`config.mk`:
```
export PLATFORM = sky130hd
export DESIGN_NAME = pipeline_hazard_controller
export DESIGN_NICKNAME = d
export VERILOG_FILES = /design/src/rtl/riscv_pipe_pkg.sv /design/src/rtl/hazard_forward_unit.sv /design/src/rtl/pipeline_hazard_controller.sv
export SDC_FILE = /design/constraint.sdc
export NUM_CORES = 1
export LEC_CHECK = 0
export CAP_MARGIN = 20
export CORE_ASPECT_RATIO = 1.4
export CORE_MARGIN = 3
export CORE_UTILIZATION = 49
export DETAILED_ROUTE_END_ITERATION = 8
export PLACE_DENSITY = 0.89
export SLEW_MARGIN = 20
export SYNTH_ARGS = -nofsm -noshare
export SYNTH_HDL_FRONTEND = slang
export SYNTH_SLANG_ARGS = --single-unit
export TNS_END_PERCENT = 50
```
`constraint.sdc`:
```
create_clock -name clk -period 6.51 [get_ports clk]
set_clock_uncertainty 0.05 [all_clocks]
set_input_delay 1.953 -clock clk [delete_from_list [all_inputs] [get_ports clk]]
set_output_delay 1.953 -clock clk [all_outputs]
set_load 0.1 [all_outputs]
```
`src/rtl/riscv_pipe_pkg.sv`:
```
// Shared types and constants for the 5-stage RISC-V pipeline control logic.
package riscv_pipe_pkg;

  typedef enum logic [1:0] {
    FWD_REG = 2'b00,
    FWD_WB  = 2'b01,
    FWD_MEM = 2'b10
  } fwd_sel_t;

  typedef enum logic {
    RUN     = 1'b0,
    MC_WAIT = 1'b1
  } hc_state_t;

  localparam logic [4:0] REG_X0 = 5'd0;

  // True when a stage writing register rd produces the value a consumer reads from src.
  function automatic logic reg_match(input logic we, input logic [4:0] rd, input logic [4:0] src);
    return we && (rd != REG_X0) && (rd == src);
  endfunction

endpackage

```
`src/rtl/hazard_forward_unit.sv`:
```
// Combinational forwarding select for one EX operand; EX/MEM beats MEM/WB.
module hazard_forward_unit
  import riscv_pipe_pkg::*;
(
  input  logic [4:0] src,
  input  logic [4:0] ex_mem_rd,
  input  logic       ex_mem_regwrite,
  input  logic [4:0] mem_wb_rd,
  input  logic       mem_wb_regwrite,
  output logic [1:0] fwd_sel
);

  fwd_sel_t sel;

  // Pick the youngest in-flight producer of src, else the register file.
  always_comb begin
    sel = FWD_REG;
    if (reg_match(ex_mem_regwrite, ex_mem_rd, src))
      sel = FWD_MEM;
    else if (reg_match(mem_wb_regwrite, mem_wb_rd, src))
      sel = FWD_WB;
  end

  assign fwd_sel = sel;

endmodule

```
`src/rtl/pipeline_hazard_controller.sv`:
```
// Stall/flush/forwarding controller and multi-cycle execute sequencer.
// Build option: define FORWARDING_EN to enable operand forwarding; without it
// every RAW dependency on an in-flight writer stalls the ID instruction.
module pipeline_hazard_controller
  import riscv_pipe_pkg::*;
#(
  parameter int unsigned MC_TIMEOUT  = 64,
  parameter int unsigned STALL_CNT_W = 32
) (
  input  logic                   clk,
  input  logic                   reset,
  input  logic [4:0]             if_id_rs1,
  input  logic [4:0]             if_id_rs2,
  input  logic                   if_id_use_rs1,
  input  logic                   if_id_use_rs2,
  input  logic [4:0]             id_ex_rs1,
  input  logic [4:0]             id_ex_rs2,
  input  logic [4:0]             id_ex_rd,
  input  logic                   id_ex_regwrite,
  input  logic                   id_ex_memread,
  input  logic [4:0]             ex_mem_rd,
  input  logic [4:0]             mem_wb_rd,
  input  logic                   ex_mem_regwrite,
  input  logic                   mem_wb_regwrite,
  input  logic                   ex_branch_taken,
  input  logic                   ex_mc_start,
  input  logic                   mc_done,
  output logic                   pc_stall,
  output logic                   if_id_stall,
  output logic                   id_ex_stall,
  output logic                   if_id_flush,
  output logic                   id_ex_flush,
  output logic                   ex_mem_bubble,
  output logic [1:0]             forward_a,
  output logic [1:0]             forward_b,
  output logic                   mc_busy,
  output logic                   mc_error,
  output logic [STALL_CNT_W-1:0] stall_cycles
);

  localparam int unsigned TW = (MC_TIMEOUT > 1) ? $clog2(MC_TIMEOUT) : 1;
  localparam logic [TW-1:0] T_LAST = TW'(MC_TIMEOUT - 1);

  hc_state_t              state, state_next;
  logic [TW-1:0]          tcnt;
  logic                   mc_timeout;
  logic                   err_q;
  logic [STALL_CNT_W-1:0] stall_cnt;
  logic                   data_hazard;
  logic [1:0]             fwd_a_raw, fwd_b_raw;

  // RAW check of one used ID source against a stage that writes a register.
  function automatic logic src_hit(input logic we, input logic [4:0] rd);
    return (if_id_use_rs1 && reg_match(we, rd, if_id_rs1)) ||
           (if_id_use_rs2 && reg_match(we, rd, if_id_rs2));
  endfunction

`ifdef FORWARDING_EN
  hazard_forward_unit u_fwd_a (
    .src             (id_ex_rs1),
    .ex_mem_rd       (ex_mem_rd),
    .ex_mem_regwrite (ex_mem_regwrite),
    .mem_wb_rd       (mem_wb_rd),
    .mem_wb_regwrite (mem_wb_regwrite),
    .fwd_sel         (fwd_a_raw)
  );

  hazard_forward_unit u_fwd_b (
    .src             (id_ex_rs2),
    .ex_mem_rd       (ex_mem_rd),
    .ex_mem_regwrite (ex_mem_regwrite),
    .mem_wb_rd       (mem_wb_rd),
    .mem_wb_regwrite (mem_wb_regwrite),
    .fwd_sel         (fwd_b_raw)
  );

  // Only a load in EX cannot be forwarded in time.
  assign data_hazard = src_hit(id_ex_memread, id_ex_rd);
`else
  logic unused_ex_srcs;
  assign unused_ex_srcs = ^{id_ex_rs1, id_ex_rs2};
  assign fwd_a_raw = FWD_REG;
  assign fwd_b_raw = FWD_REG;

  // Without forwarding, wait until every in-flight writer has retired.
  assign data_hazard = src_hit(id_ex_regwrite | id_ex_memread, id_ex_rd) |
                       src_hit(ex_mem_regwrite, ex_mem_rd) |
                       src_hit(mem_wb_regwrite, mem_wb_rd);
`endif

  assign forward_a = reset ? '0 : fwd_a_raw;
  assign forward_b = reset ? '0 : fwd_b_raw;

  // Next state and pipeline controls, in priority order reset > MC_WAIT > mc start > branch > hazard.
  always_comb begin
    state_next    = state;
    mc_timeout    = 1'b0;
    pc_stall      = 1'b0;
    if_id_stall   = 1'b0;
    id_ex_stall   = 1'b0;
    if_id_flush   = 1'b0;
    id_ex_flush   = 1'b0;
    ex_mem_bubble = 1'b0;
    if (reset) begin
      state_next = RUN;
    end else if (state == MC_WAIT) begin
      pc_stall      = 1'b1;
      if_id_stall   = 1'b1;
      id_ex_stall   = 1'b1;
      ex_mem_bubble = !mc_done;
      mc_timeout    = !mc_done && (tcnt == T_LAST);
      if (mc_done || mc_timeout)
        state_next = RUN;
    end else if (ex_mc_start) begin
      if (!mc_done)
        state_next = MC_WAIT;
    end else if (ex_branch_taken) begin
      if_id_flush = 1'b1;
      id_ex_flush = 1'b1;
    end else if (data_hazard) begin
      pc_stall    = 1'b1;
      if_id_stall = 1'b1;
      id_ex_flush = 1'b1;
    end
  end

  // State, timeout counter, sticky error and saturating stall counter.
  always_ff @(posedge clk) begin
    if (reset) begin
      state     <= RUN;
      tcnt      <= '0;
      err_q     <= 1'b0;
      stall_cnt <= '0;
    end else begin
      state <= state_next;
      if (state == MC_WAIT && state_next == MC_WAIT)
        tcnt <= tcnt + TW'(1);
      else
        tcnt <= '0;
      if (mc_timeout)
        err_q <= 1'b1;
      if (pc_stall && stall_cnt != '1)
        stall_cnt <= stall_cnt + STALL_CNT_W'(1);
    end
  end

  assign mc_busy      = !reset && (state == MC_WAIT);
  assign mc_error     = !reset && err_q;
  assign stall_cycles = reset ? '0 : stall_cnt;

endmodule
```
Word-level counts from Yosys, hierarchy flattened

Index checks and enable logic that the tools add are counted.

Flip-flop bits (word level): 40
Output and inout port bits: 44
Logic and storage cells: 73

Add/sub/neg operators: 2
Eq/ne operators: 8
Muxes and demuxes: 25
Bitwise gates (word level): 4
Reduce and logical (&&, ||, !) cells: 30

Operator list:

| operator                                                         | number |
|---|---|
| 32-bit by 1-bit adder with 32-bit output (second input constant) | 1 |
| 32-bit 2-to-1 mux                                                | 1 |
| 32-bit != test (second input constant)                           | 1 |
| 5-bit == test                                                    | 6 |
| 1-bit 2-to-1 mux                                                 | 24 |
| 1-bit logical AND                                                | 20 |
| 5-bit nonzero test                                               | 3 |
| 6-bit by 1-bit adder with 6-bit output (second input constant)   | 1 |
| 6-bit == test (second input constant)                            | 1 |
| 1-bit logical OR                                                 | 4 |
| 1-bit OR                                                         | 3 |
| 1-bit logical NOT                                                | 2 |
| 2-bit OR reduction                                               | 1 |
| 1-bit inverter                                                   | 1 |

Logic depth before layout (Yosys ltp)

Gate-level depths: netlist of run 1.

Word-level depth: 13
Gate-level depth with buffers: 10
Depth with buffers taken out: 8

Worst setup path after synthesis of run 1

No wires, ideal clock.

Kind: input to output
Start: in reset
End: out if_id_flush
Arrival time: 5725 ps
Path slack: -1218 ps
Stages: 4
Path buffers: 3
Path through: clkbuf_1 clkbuf_1 buf_1 nor4b_1

Longest elaborated chain between the ends: 1

Ends and longest elaborated chain:

| what               | RTL line                          | text |
|---|---|---|
| start: declaration | pipeline_hazard_controller.sv:11  | `input logic reset,` |
| 1-bit 2-to-1 mux   | pipeline_hazard_controller.sv:104 | `if (reset) begin` |
| end: declaration   | pipeline_hazard_controller.sv:31  | `output logic if_id_flush,` |

Every way passes these cells.

Final worst setup path of run 1

Start: in id_ex_rd[1]
End: out if_id_stall

Longest elaborated chain between the ends: 12
Elaborated cells on any way between the ends: 16
Those cells by class: eq/ne: 2; mux: 5; bitwise: 2; reduce/logical: 7

Ends and longest elaborated chain:

| what                                        | RTL line                                                           | text |
|---|---|---|
| start: declaration                          | pipeline_hazard_controller.sv:18                                   | `input logic [4:0] id_ex_rd,` |
| 5-bit nonzero test                          | riscv_pipe_pkg.sv:19                                               | `return we && (rd != REG_X0) && (rd == src);` |
| 1-bit logical AND (2 in a row)              | riscv_pipe_pkg.sv:19                                               |  |
| 1-bit logical AND, on equally long branches | pipeline_hazard_controller.sv:54, pipeline_hazard_controller.sv:55 |  |
| 1-bit logical OR (*)                        | pipeline_hazard_controller.sv:54                                   | `return (if_id_use_rs1 && reg_match(we, rd, if_id_rs1)) \|\|` |
| 1-bit OR (*)                                | pipeline_hazard_controller.sv:86                                   | `assign data_hazard = src_hit(id_ex_regwrite \| id_ex_memread, id_ex_rd) \|` |
| 1-bit OR (*)                                | pipeline_hazard_controller.sv:87                                   | `src_hit(ex_mem_regwrite, ex_mem_rd) \|` |
| 1-bit 2-to-1 mux (*)                        | pipeline_hazard_controller.sv:120                                  | `end else if (data_hazard) begin` |
| 1-bit 2-to-1 mux (*)                        | pipeline_hazard_controller.sv:117                                  | `end else if (ex_branch_taken) begin` |
| 1-bit 2-to-1 mux (*)                        | pipeline_hazard_controller.sv:114                                  | `end else if (ex_mc_start) begin` |
| 1-bit 2-to-1 mux (*)                        | pipeline_hazard_controller.sv:106                                  | `end else if (state == MC_WAIT) begin` |
| 1-bit 2-to-1 mux (*)                        | pipeline_hazard_controller.sv:104                                  |  |
| end: declaration                            | pipeline_hazard_controller.sv:29                                   | `output logic if_id_stall,` |

Every way passes the cells marked *; elsewhere a longest branch is shown, timed or not.

==> metrics.txt, run 1 <==
relative slew slack 0.570; Top Layer Used met4; hold_buf cts 0; Util after Layout 0.677; PostCTS Resize Cnt 0; H-tree Lvls 2; Top FF cell, synth dfxtp_1; PwrDens 152 nW/µm²; Post-DRT Antenna Nets 0; ys async rst share 0; layout cells sized above 1 0.186; setup repair bufs after CTS 0; worst slew pin tran 642 ps; min Tclk post-route 6160 ps; Met2 Wirelength around 3200 µm; EDFF count, synth 0; maximum clock rate 0.162 GHz; Worst Path Required 4510 ps; Worst Setup Path Type in2out; # diodes 0; port bufs 75; clk buf depth 2; hpwl dp just under 5000 µm; Initial Utilization 0.523; post-synthesis sequential area ratio 0.307; total I/O pin count 90; synthesized flop and latch total 40; min setup slack post-route ~350 ps; outcome completed; pins over their slew limit 0; vias in the first global route approximately 2.5k; Worst path max stage delay 550 ps; via count around 2.5k; Synth Area per Inst 8.08 µm²; R2R Setup Slk 3890 ps; die area 6250 µm²; final wirelength around 6400 µm; CP arrival 4160 ps; die width 67.7 µm; RSZ-0062 raised after global routing false; die height just over 90 µm; Startpoint Class input pin; initial antenna violation count 0; fill cell count about 440; Yosys cell types 46; final worst path period share 0.947; num rows 30; worst hold slack 397 ps; first-pass GRT wire length 10300 µm; post-DR vias/cell 5.50; 1st-iter DRT viols between 150 and 200; Clk Tree Root Cell clkbuf_8; Cell Area, Synth 2610 µm²; largest fanout on the critical path 8; largest net degree at the start of global routing 66; fin nets 440; maximum capacitance violations 0; final setup fails 0; clk sink count 40; Placeable Area 4990 µm²; cells after synthesis 323; Layout area overhead 29.5%; gr usage total 0.210; first-pass detailed-route iteration total 4; Metal-1 WL 2390 µm; worst skew pair latency between 200 and 300 ps; P_leak 1.31 nW; IR drop worst, VDD slightly below 0.09 mV; YS warnings 0; Residual DRC 0; multi-input logic area 1680 µm²; Final Hold Vio Count 0; Worst-path clk slew about 70 ps; total CTS buffers 5; register area ~800 µm²; Setup crit end kind primary output; TritonCTS clock tree built; WL met3 498 µm; GRT overflow 0; critical path's slowest cell or4_1; HP Class reg2reg; Cell Chain, Critical Path clkdlybuf4s50_1 > or4_1 > o22a_1 > a32oi_1 > o211ai_2 > buf_12; Final GP Congestion 0.847; wire per inst 13.9 µm; post-place setup slack 378 ps
-- metal layers --
| metal | GRT usage | vias to the layer above |
|---|---|---|
| met5 | 0 | - |
| met2 | 0.380 | 106 |
| met3 | 0.0534 | 23 |
| li1 | - | 1233 |
| met4 | 0.113 | 0 |
| met1 | 0.210 | 1151 |
-- final cells by class --
class | instances | share of cell area
Clock buffer | 8 | 0.0267
Inverter | 9 | 0.0100
Multi-Input combinational cell | 259 | 0.496
Sequential cell | 40 | 0.237
Tap cell | 64 | 0.0237
Timing Repair Buffer | 77 | 0.207
-- cells by family after synthesis --
| group | Yosys count | share of synthesized area |
|---|---|---|
| flip-flops | 40 | 0.307 |
| adder cells (fa/ha/maj) | 2 | 0.00959 |
| buffers and inverters | 27 | 0.0576 |
| AND/OR/NAND/NOR | 176 | 0.362 |
| XOR/XNOR | 44 | 0.148 |
| other | 1 | 0.00144 |
| multiplexers | 16 | 0.0700 |
| AO/OA/AOI/OAI | 17 | 0.0446 |
-- critical path: cells and delay by family --
kind / cells / cell delay (ps)
AO/OA/AOI/OAI: 3 / 910
buffers and inverters: 2 / 740
AND/OR/NAND/NOR: 1 / 550
-- final timing paths --
| kind | start | end | depth (start not counted) |
|---|---|---|---|
| max | id_ex_rd[1] | if_id_stall | 6 |
| min | tcnt[0] | tcnt[0] | 1 |
| max reg2reg | stall_cnt[26] | stall_cnt[23] | 8 |
| min reg2reg | tcnt[0] | tcnt[0] | 1 |
-- cell usage in the layout (no fill, tap or decap), types with 2 or more instances in the layout --
cell and instances:
and2_1 3, and3_1 10, buf_12 3, buf_4 39, clkbuf_1 2, clkbuf_8 6
clkdlybuf4s50_1 34, conb_1 4, dfxtp_1 40, ha_1 2, inv_1 9, mux2_1 2
mux2_2 12, nand2_1 25, nand3_1 15, nand4_1 15, nor2_1 43, nor2_2 2
nor2b_1 28, nor3_1 11, nor4_1 4, nor4b_1 2, o21ai_0 6, o22ai_1 3
o31ai_1 2, or2_2 2, or4_1 5, xnor2_1 38, xor2_1 6
-- report_power, final --
group          leakage [nW]  internal (mW)  switching (mW)
logic                 0.947         0.0411          0.0557
clock network        0.0455         0.0864          0.0825
registers             0.322          0.245         0.00105
total                  1.31          0.373           0.139
-- metrics by stage --
step,power (mW),cells,TNS [ps],area (µm²)
6_report,0.512,457,0,3380
5_1_grt,0.530,457,0,3380
4_1_cts,0.515,457,0,3380
3_5_place_dp,0.349,449,0,3290
3_3_place_gp,0.348,449,0,3290
2_1_floorplan,0.313,326,-976,2630
-- Yosys cell counts (2+ instances only) --
library cell,instances,area share
nand2_1,25,0.036
ha_1,2,0.0096
and2_1,3,0.0072
nand3_1,15,0.029
mux2_2,12,0.052
inv_1,9,0.013
clkbuf_1,7,0.010
dfxtp_1,40,0.31
mux2_1,2,0.0086
nand4_1,15,0.036
buf_4,7,0.020
and3_1,10,0.024
xor2_1,6,0.020
or2_2,2,0.0048
nor4_1,4,0.0096
nor2b_1,28,0.067
nor3_1,11,0.021
buf_6,3,0.013
o21ai_0,6,0.012
o22ai_1,3,0.0072
o31ai_1,2,0.0058
or4_1,5,0.014
nor2_2,2,0.0048
nor4b_1,3,0.010
xnor2_1,38,0.13
nor2_1,43,0.062
-- state kept, by name, summed over array words and instances (netlist names) --
signal	flops
err_q	1
stall_cnt	32
tcnt	6
state	1
No activity file was read; power rests on OpenSTA's default activity.
==> inputs of run 2 (changes only) <==
--- a/config.mk
+++ b/config.mk
@@ -10,8 +10,9 @@
 export CORE_MARGIN = 3
 export CORE_UTILIZATION = 49
 export DETAILED_ROUTE_END_ITERATION = 8
+export GPL_TIMING_DRIVEN = 0
 export PLACE_DENSITY = 0.89
-export SLEW_MARGIN = 20
+export SLEW_MARGIN = 30
 export SYNTH_ARGS = -nofsm -noshare
 export SYNTH_HDL_FRONTEND = slang
 export SYNTH_SLANG_ARGS = --single-unit
==> metrics.txt, run 2 (same netlist as run 1, synthesis figures left out) <==
critical path's most frequent cell clkbuf_2; clk buf depth 2 (unchanged); outcome completed (unchanged); Worst-path clk slew 70 ps (about the same); Final GP Congestion 0.980 (was 0.847); Initial Utilization 0.523 (unchanged); number of flip-flops in the largest register 32 (unchanged); relative slew slack 0.337 (was 0.570); Worst path top cell family by delay buffers and inverters (was compound AO/OA/AOI/OAI gates); gr usage total 0.237 (was 0.210); placed cell area 3460 µm² (was 3290 µm²); clk sink count 40 (unchanged); 1st-iter DRT viols 183 (was 195); die area 6250 µm² (unchanged); wire per inst 14.7 µm (was 13.9 µm); post-DR vias/cell 5.53 (was 5.50); min setup slack post-route 84.9 ps (was 348 ps); via count 2616 (was 2513); biggest regs stall_cnt (32), tcnt (6) (unchanged); Setup crit end kind primary output (unchanged); die height 92.3 µm (unchanged); first-pass detailed-route iteration total 4 (unchanged); post-place setup slack -736 ps (was 378 ps); RSZ-0062 raised after global routing true (was false); first-pass GRT wire length 11400 µm (was 10300 µm); HP Class reg2reg (unchanged); pins over their slew limit 0 (unchanged); hpwl dp 5430 µm (was 4920 µm); GRT overflow 0 (unchanged); total I/O pin count 90 (unchanged); most frequent cells in the layout clkdlybuf4s50_1, nor2_1, dfxtp_1 (was nor2_1, dfxtp_1, buf_4); PwrDens 148 nW/µm² (was 152 nW/µm²); P_leak 1.36 nW (was 1.31 nW); vias in the first global route 2530 (was 2450); final setup fails 0 (unchanged); final worst path period share 0.987 (was 0.947); Worst Setup Path Type in2out (unchanged); fill cell count 393 (was 436); # diodes 0 (unchanged); H-tree Lvls 2 (unchanged); CP Buf/Inv Count 6 (was 2); worst slew pin tran 992 ps (was 642 ps); TritonCTS clock tree built (unchanged); commonest non-fill, non-tap cell in the layout clkdlybuf4s50_1 (was nor2_1); Final Hold Vio Count 0 (unchanged); Cell Chain, Critical Path clkdlybuf4s50_1 > clkbuf_1 > clkbuf_2 > clkbuf_2 > clkbuf_2 > nor2_1 > dlygate4sd2_1 (was clkdlybuf4s50_1 > or4_1 > o22a_1 > a32oi_1 > o211ai_2 > buf_12); Placeable Area 4990 µm² (unchanged); Layout area overhead 35.2% (was 29.5%); num rows 30 (unchanged); critical path's slowest cell dlygate4sd2_1 (was or4_1); Largest Register stall_cnt (unchanged); Startpoint Class input pin (unchanged); CP arrival 4420 ps (was 4160 ps); min Tclk post-route 6430 ps (was 6160 ps); port bufs 75 (unchanged); IR drop worst, VDD 0.0966 mV (was 0.0868 mV); Worst path max stage delay 590 ps (was 550 ps); Residual DRC 0 (unchanged); die width 67.7 µm (unchanged); maximum clock rate 0.156 GHz (was 0.162 GHz); worst skew pair latency 300 ps (was 290 ps); maximum capacitance violations 0 (unchanged); initial antenna violation count 0 (unchanged); Post-DRT Antenna Nets 0 (unchanged); Finished Cell Area 3530 µm² (was 3380 µm²); fin nets 456 (was 440); layout cells sized above 1 0.117 (was 0.186); final wirelength 6950 µm (was 6360 µm); largest fanout on the critical path 10 (was 8); Clk Tree Root Cell clkbuf_8 (unchanged); total CTS buffers 5 (unchanged); Worst Path Required 4510 ps (about the same); largest net degree at the start of global routing 12 (was 66)
## run 2: metal layers
metal	global-route usage	wire length, µm	up-vias	part of all wire
li1	-	-	1271	-
met1	0.241	2520	1216	0.36
met2	0.424	3640	110	0.52
met5	0	0	-	0
met4	0.124	275	0	0.040
met3	0.0619	513	19	0.074
## run 2: power by group
group | switching, mW | internal (mW) | leakage (nW)
registers | 0.00107 | 0.245 | 0.322
logic | 0.0582 | 0.0435 | 0.994
clock network | 0.0892 | 0.0865 | 0.0455
total | 0.148 | 0.375 | 1.36
## run 2: worst paths after layout
kind,startpoint,end,slack (ps),cells after the start
worst max-delay path,reset,stall_cycles[6],80,7
worst min-delay path,tcnt[0],tcnt[0],400,1
worst max register to register,stall_cnt[7],stall_cnt[2],3990,9
worst min register to register,tcnt[0],tcnt[0],400,1
## run 2: repair_timing
| item | CTS | global route |
|---|---|---|
| pin swaps | 0 | 0 |
| resized for setup | 25 | 7 |
| setup endpoints to repair | 18 | 7 |
| gates cloned | 0 | 0 |
| buffers inserted | 0 | 0 |
| hold buffers | 0 | 0 |
## run 2: area by class of cell
type	instances	area (µm²)	area share
plain buffers	18	121	0.0344
clock buffers	8	90.1	0.0255
inverters	9	33.8	0.00958
multi-input cells	259	1680	0.475
flip-flops and latches	40	801	0.227
well taps	64	80.1	0.0227
repair buffers	75	726	0.206
## run 2: stage by stage
step	util	cells	total power, mW	hold WS, ps	TNS [ps]
detailed placement	0.692	465	0.354	388	-5910
finish	0.707	473	0.524	400	0
CTS	0.708	473	0.525	400	0
global placement	0.692	465	0.351	380	-5790
global route	0.707	473	0.542	438	-35.6
floorplan	-	326	0.313	368	-976
==> inputs of run 3 (changes only) <==
--- a/config.mk
+++ b/config.mk
@@ -12,7 +12,6 @@
 export DETAILED_ROUTE_END_ITERATION = 8
 export GPL_TIMING_DRIVEN = 0
 export PLACE_DENSITY = 0.89
-export SLEW_MARGIN = 30
 export SYNTH_ARGS = -nofsm -noshare
 export SYNTH_HDL_FRONTEND = slang
 export SYNTH_SLANG_ARGS = --single-unit
==> results of run 3 <==
Same layout as run 2: the final DEF is identical, and so are final timing and power.
